### src/rtl/bram_rr_arbiter_pkg.sv
// bram_arb_pkg: FSM encoding, read latency and clog2 helper shared by the BRAM port-A arbiter
package bram_arb_pkg;
   typedef enum logic {S_ARB, S_LOCK} state_t;
   localparam int RD_LAT = 2;
   function automatic int clog2(input int v);
      int r = 0;
      while ((1 << r) < v) r++;
      return r;
   endfunction
endpackage

### src/rtl/bram_rr_arbiter_if.sv
// bram_rr_arbiter_if: requester-side bus and BRAM port-A signals of the arbiter
interface bram_rr_arbiter_if #(parameter int NUM_REQ = 4, parameter int DWIDTH = 16, parameter int AWIDTH = 7);
   logic [NUM_REQ-1:0] i_req, i_lock, i_we, o_gnt, o_rvalid;
   logic [NUM_REQ*AWIDTH-1:0] i_addr;
   logic [NUM_REQ*DWIDTH-1:0] i_wdata;
   logic [DWIDTH-1:0] o_rdata, d0, q0;
   logic [AWIDTH-1:0] addr0;
   logic o_idle, ce0, we0;
   modport slave (input i_req, i_lock, i_we, i_addr, i_wdata, q0,
                  output o_gnt, o_rvalid, o_rdata, o_idle, addr0, ce0, we0, d0);
   modport master (output i_req, i_lock, i_we, i_addr, i_wdata, q0,
                   input o_gnt, o_rvalid, o_rdata, o_idle, addr0, ce0, we0, d0);
endinterface

### src/rtl/bram_rr_arbiter_picker.sv
// rr_priority_picker: one-hot round-robin winner via rotate, find-first, rotate-back
module rr_priority_picker #(parameter int NUM_REQ = 4, parameter int PW = 2) (
   input  logic [NUM_REQ-1:0] req,
   input  logic [PW-1:0]      ptr,
   output logic [NUM_REQ-1:0] gnt
);
   logic [NUM_REQ-1:0] rot, ff;
   always_comb begin
      rot = NUM_REQ'({req, req} >> ptr);
      ff = rot & (~rot + 1'b1);
      gnt = NUM_REQ'(({ff, ff} << ptr) >> NUM_REQ);
   end
endmodule

### src/rtl/bram_rr_arbiter.sv
// bram_rr_arbiter: round-robin arbiter with burst lock sharing BRAM port A among NUM_REQ requesters
// Define BRAM_ARB_STAT_EN to add per-requester saturating accept counters.
module bram_rr_arbiter
   import bram_arb_pkg::*;
#(
   parameter int NUM_REQ = 4,
   parameter int DWIDTH = 16,
   parameter int AWIDTH = 7,
   parameter int MEM_SIZE = 128,
   localparam int PW = clog2(NUM_REQ)
) (
   input logic clk,
   input logic reset,
   bram_rr_arbiter_if.slave bus
`ifdef BRAM_ARB_STAT_EN
   ,
   input  logic          i_clr_stat,
   input  logic [PW-1:0] i_sel_stat,
   output logic [15:0]   o_gnt_cnt
`endif
);
   if (MEM_SIZE < 1 || MEM_SIZE > (1 << AWIDTH)) begin : g_bad_size
      $error("MEM_SIZE does not fit the address width");
   end
   state_t state;
   logic [PW-1:0] ptr, owner, k;
   logic [NUM_REQ-1:0] rr_gnt, gnt, acc;
   logic [RD_LAT-1:0][NUM_REQ-1:0] tag;
   function automatic logic [PW-1:0] inc(input logic [PW-1:0] v);
      return (v == PW'(NUM_REQ - 1)) ? '0 : v + 1'b1;
   endfunction
   rr_priority_picker #(.NUM_REQ(NUM_REQ), .PW(PW)) u_pick (.req(bus.i_req), .ptr(ptr), .gnt(rr_gnt));
   // Grant is masked during reset so nothing is accepted while the pipeline is cleared
   always_comb begin
      gnt = reset ? '0 : (state == S_LOCK) ? bus.i_req & (NUM_REQ'(1) << owner) : rr_gnt;
      acc = bus.i_req & gnt;
      k = '0;
      for (int i = 0; i < NUM_REQ; i++) if (acc[i]) k = PW'(i);
   end
   assign bus.o_gnt = gnt;
   assign bus.o_rvalid = tag[RD_LAT-1];
   assign bus.o_rdata = bus.q0;
   assign bus.o_idle = (state == S_ARB) & ~bus.ce0 & ~|tag;
   always_ff @(posedge clk) begin
      if (reset) begin
         state <= S_ARB;
         ptr <= '0;
         owner <= '0;
         tag <= '0;
         bus.addr0 <= '0;
         bus.ce0 <= 1'b0;
         bus.we0 <= 1'b0;
         bus.d0 <= '0;
      end else begin
         bus.ce0 <= |acc;
         bus.we0 <= |acc & bus.i_we[k];
         if (|acc) begin
            bus.addr0 <= bus.i_addr[k*AWIDTH +: AWIDTH];
            bus.d0 <= bus.i_wdata[k*DWIDTH +: DWIDTH];
         end
         tag <= {tag[RD_LAT-2:0], acc & ~bus.i_we};
         if (state == S_ARB) begin
            if (|acc && bus.i_lock[k]) begin
               state <= S_LOCK;
               owner <= k;
            end else if (|acc) ptr <= inc(k);
         end else if (!bus.i_req[owner] || !bus.i_lock[owner]) begin
            state <= S_ARB;
            ptr <= inc(owner);
         end
      end
   end
`ifdef BRAM_ARB_STAT_EN
   logic [15:0] cnt [NUM_REQ];
   always_ff @(posedge clk) begin
      for (int i = 0; i < NUM_REQ; i++)
         cnt[i] <= (reset || i_clr_stat) ? '0 : (acc[i] && cnt[i] != 16'hFFFF) ? cnt[i] + 1'b1 : cnt[i];
      o_gnt_cnt <= reset ? '0 : cnt[i_sel_stat];
   end
`endif
endmodule

### src/flat_wrapper.sv
// flat-port wrapper written by rule: the top's interface ports become plain ports
module bram_rr_arbiter_flat import bram_arb_pkg::*;
#(
   parameter int NUM_REQ = 4,
   parameter int DWIDTH = 16,
   parameter int AWIDTH = 7,
   parameter int MEM_SIZE = 128,
   localparam int PW = clog2(NUM_REQ)
)
  (clk, reset, bus_i_req, bus_i_lock, bus_i_we, bus_i_addr, bus_i_wdata, bus_q0, bus_o_gnt, bus_o_rvalid, bus_o_rdata, bus_o_idle, bus_addr0, bus_ce0, bus_we0, bus_d0);
  bram_rr_arbiter_if #(.NUM_REQ(NUM_REQ), .DWIDTH(DWIDTH), .AWIDTH(AWIDTH)) bus_i ();
  input logic clk;
  input logic reset;
  input wire logic [$bits(bus_i.i_req)-1:0] bus_i_req;
  input wire logic [$bits(bus_i.i_lock)-1:0] bus_i_lock;
  input wire logic [$bits(bus_i.i_we)-1:0] bus_i_we;
  input wire logic [$bits(bus_i.i_addr)-1:0] bus_i_addr;
  input wire logic [$bits(bus_i.i_wdata)-1:0] bus_i_wdata;
  input wire logic [$bits(bus_i.q0)-1:0] bus_q0;
  output wire logic [$bits(bus_i.o_gnt)-1:0] bus_o_gnt;
  output wire logic [$bits(bus_i.o_rvalid)-1:0] bus_o_rvalid;
  output wire logic [$bits(bus_i.o_rdata)-1:0] bus_o_rdata;
  output wire logic [$bits(bus_i.o_idle)-1:0] bus_o_idle;
  output wire logic [$bits(bus_i.addr0)-1:0] bus_addr0;
  output wire logic [$bits(bus_i.ce0)-1:0] bus_ce0;
  output wire logic [$bits(bus_i.we0)-1:0] bus_we0;
  output wire logic [$bits(bus_i.d0)-1:0] bus_d0;
  assign bus_i.i_req = bus_i_req;
  assign bus_i.i_lock = bus_i_lock;
  assign bus_i.i_we = bus_i_we;
  assign bus_i.i_addr = bus_i_addr;
  assign bus_i.i_wdata = bus_i_wdata;
  assign bus_i.q0 = bus_q0;
  assign bus_o_gnt = bus_i.o_gnt;
  assign bus_o_rvalid = bus_i.o_rvalid;
  assign bus_o_rdata = bus_i.o_rdata;
  assign bus_o_idle = bus_i.o_idle;
  assign bus_addr0 = bus_i.addr0;
  assign bus_ce0 = bus_i.ce0;
  assign bus_we0 = bus_i.we0;
  assign bus_d0 = bus_i.d0;
  bram_rr_arbiter #(.NUM_REQ(NUM_REQ), .DWIDTH(DWIDTH), .AWIDTH(AWIDTH), .MEM_SIZE(MEM_SIZE)) u_core (.clk(clk), .reset(reset), .bus(bus_i));
endmodule
### config.mk
export PLATFORM = sky130hd
export DESIGN_NAME = bram_rr_arbiter_flat
export DESIGN_NICKNAME = d
export VERILOG_FILES = /design/src/rtl/bram_rr_arbiter_pkg.sv /design/src/rtl/bram_rr_arbiter_if.sv /design/src/rtl/bram_rr_arbiter_picker.sv /design/src/rtl/bram_rr_arbiter.sv /design/src/flat_wrapper.sv
export SDC_FILE = /design/constraint.sdc
export NUM_CORES = 1
export LEC_CHECK = 0
export ABC_AREA = 0
export BUFFER_PORTS_ARGS = -buffer_cell sky130_fd_sc_hd__buf_2
export CORE_MARGIN = 2
export CORE_UTILIZATION = 46
export CTS_CLUSTER_SIZE = 12
export DETAILED_ROUTE_END_ITERATION = 10
export PLACE_DENSITY_LB_ADDON = 0.15
export REMOVE_ABC_BUFFERS = 1
export SKIP_CTS_REPAIR_TIMING = 1
export SYNTH_ARGS = -nofsm -noshare
export SYNTH_HDL_FRONTEND = slang
export SYNTH_SLANG_ARGS = --single-unit
### constraint.sdc
create_clock -name clk -period 5.1 [get_ports clk]
set_input_delay 0.255 -clock clk [delete_from_list [all_inputs] [get_ports clk]]
set_output_delay 0.255 -clock clk [all_outputs]
set_load 0.02 [all_outputs]
==> metrics.md <==
| Metric | Value |
|---|---|
| Outcome | complete, no violations |
| Cells after synthesis | 327 |
| Cell Chain, Critical Path | inv_1, o211ai_1, a31o_2, inv_1, o21ai_0, ha_1, mux2i_1, a211oi_2 |
| H-tree Lvls | 2 |
| Hpwl dp | 5590 um |
| CP max-delay cell | a31o_2 |
| Total gr overflow | 0 |
| Sw Pwr | 670 uW |
| Register area share after synthesis | 29.2% |
| # setup viols final | 0 |
| Place WS | 1.54 ns |
| Synth top cells by count | nand2_1 (63), nor2_1 (40), dfxtp_1 (38) |
| Most area-hungry cell type in the Yosys netlist | dfxtp_1 |
| Max cap viols | 0 |
| Switching portion of total power | 43.9% |
| Yosys reg bits | 38 |
| Sequential power share | 31.3% |
| Ys flop type | dfxtp_1 |
| Mux cell area share after synthesis | 3.65% |
| Simple-Gate Fraction of Synth Area | 22.0% |
| Vias in the first global route | 2486 |
| Avg Inst Size Synth | 7.97 um2 |
| Vias per cell | 5.61 |
| Area of the core | 5470 um2 |
| Setup ws final | 1.61 ns |
| Die ar. | 6280 um2 |
| Post-layout minimum cycle time | 3.49 ns |
| Post-synthesis adder-cell area fraction | 2.40% |
| Die width | 79.3 um |
| Final Cycle Share | 68.5% |
| Number of synthesized flops with an enable pin | 0 |
| CTS Buffer Depth | 2 |
| Max-slew violations | 0 |
| Post-route DRC | 0 |
| Share of layout cells above drive strength 1 | 40.0% |
| Number of routed nets with antenna violations | 0 |
| Tot GR Track Use | 23.7% |
| Ant diodes | 0 |
| CTS root buffer | clkbuf_8 |
| Maximum vdd drop | 236 uV |
| # IOs | 172 |
| PD cells | 477 nW/um2 |
| CP required | 5.26 ns |
| Dominant cells by area after synthesis | dfxtp_1 (29%), nand2_1 (9.1%), buf_4 (6.6%) |
| Fin Setup TNS | 0 ns |
| Clock Pin Slew Worst Setup and Hold Paths | 0.07 ns |
| Port Buffer Count | 139 |
| Area of the multi-input gates | 1520 um2 |
| Final nets | 558 |
| Drt pass-1 iters | 5 |
| Most frequent cell on the critical path | inv_1 |
| RSZ-0062 raised after global routing | false |
| Synth warnings | 0 |
| GPL Wtd Cong | 0.884 |
| Number of library cell types mapped by synthesis | 52 |
| Fillers | 539 |
| Mapped Area | 2600 um2 |
| Fmax | 286 MHz |
| Worst min-delay path class | in2reg |
| Comb power frac | 55.2% |
| Starting DRT DRC Count | 187 |
| WL final | 7670 um |
| Largest net degree at the start of global routing | 38 |
| Area delta synth->final | 22.6% |
| LEAKAGE | 0.00158 uW |
| Initial cell density of the core | 47.6% |
| CTS tree | done |
| Slowest stage delay, CP | 0.66 ns |
| Arr. time, crit path | 3.65 ns |
| Largest family of logic cells by synthesized area | compound AO/OA/AOI/OAI gates |
| Critical-path maximum fanout | 37 |
| Clk_lat worst skew | 0.29 ns |
| Core Rows | 27 |
| Clock power frac | 13.4% |
| Worst-case clock skew | 0.00692 ns |
| Yosys top cell area share | 29.2% |
| Initial antenna violation count | 0 |
| Critical path launch point type | flop |
| Post-synthesis xor/xnor area fraction | 0% |
| Global-route wire length before repair | 11800 um |
| Die height | 79.3 um |
| Via count | 2818 |
| Final count of hold timing violations | 0 |
| Sink Count | 38 |
| CP Capture Type | flop |
| Storage cell area | 761 um2 |
| Power Internal | 855 uW |
| Wire per inst | 15.3 um |
| Tightest Pin Transition | 0.874 ns |
| Total CTS buffers | 5 |
| Most frequent cell after synthesis | nand2_1 |
| Slew headroom | 41.5% |
| Post-synthesis compound-gate area fraction | 30.5% |
| Critical path type | reg2reg |
| Fraction of registers with async set/reset | 0% |
| Final core utilization | 58.4% |
## power by group through the flow
stage               Sequential (uW)  Clock (uW)  Combinational, uW
finish                          478         205                842
global route                    489         222                936
CTS                             476         205                848
detailed placement              481           0                845
global placement                482           0                835
floorplan                       572           0                495
## final cells by class
type / count / area share [%]
well taps: 72 / 2.82
repair buffers: 140 / 22.0
flip-flops and latches: 38 / 23.8
clock buffers: 6 / 2.59
inverters: 9 / 1.06
multi-input cells: 237 / 47.7
## cells by family after synthesis
kind of cell               count (synthesis)
and+or+nand+nor                          130
AOI/OAI and AO/OA                         93
buffers and inverters                     52
DFF                                       38
muxes                                      9
adders and majority gates                  5
## flip-flops by register name, summed over array words and instances, names as in the netlist
name	cells
u_core.tag	4
u_core.owner	2
u_core.bus.d0	16
u_core.bus.o_rvalid	4
u_core.state	1
u_core.bus.ce0	1
u_core.ptr	2
u_core.bus.addr0	7
u_core.bus.we0	1
## routing by layer
layer | part of all wire (%) | wire (um) | global-route usage [%] | vias to the layer above
li1 | - | - | - | 1369
met1 | 42 | 3210 | 29.8 | 1282
met2 | 46 | 3550 | 38.4 | 155
met3 | 11 | 825 | 8.86 | 12
met4 | 0.95 | 73 | 5.69 | 0
met5 | 0 | 0 | 0 | -
## path summary, 6_finish.rpt
| path | from | to | slack (ns) | cells after the start |
|---|---|---|---|---|
| max reg2reg | u_core.state | u_core.ptr[1] | 1.61 | 8 |
| min | bus_i_we[2] | u_core.tag[2] | 0.15 | 2 |
| max | u_core.state | u_core.ptr[1] | 1.61 | 8 |
| min reg2reg | u_core.tag[1] | u_core.bus.o_rvalid[1] | 0.46 | 1 |
## through the flow
| step | area (um2) | std cells | power (uW) | hold slack [ns] |
|---|---|---|---|---|
| 2_1_floorplan | 2320 | 284 | 1070 | 0.320 |
| 3_5_place_dp | 3110 | 496 | 1330 | 0.446 |
| 5_1_grt | 3190 | 502 | 1650 | 0.149 |
| 3_3_place_gp | 3110 | 496 | 1320 | 0.446 |
| 4_1_cts | 3190 | 502 | 1530 | 0.149 |
| 6_report | 3190 | 502 | 1520 | 0.150 |
## worst max-delay path: cells and delay by family (launching register included)
| kind | cells | cell delay (ns) |
|---|---|---|
| AOI/OAI and AO/OA | 4 | 1.47 |
| DFF | 1 | 0.64 |
| buffers and inverters | 2 | 0.78 |
| adders and majority gates | 1 | 0.30 |
| muxes | 1 | 0.16 |
## placed cells by master (no fill, tap or decap), drive strengths merged, types with 2 or more instances in the layout
cell	n
a211o	7
a211oi	9
a21oi	12
a22oi	4
a311o	4
a311oi	14
a31o	2
a31oi	3
and3	3
buf	140
clkbuf	6
dfxtp	38
ha	5
inv	9
mux2i	8
nand2	64
nand2b	3
nand3	9
nor2	40
nor2b	7
o211a	2
o211ai	2
o21ai	8
o21bai	2
o221a	13
or4	2
Note: power is estimated with default switching activity, not from simulation.
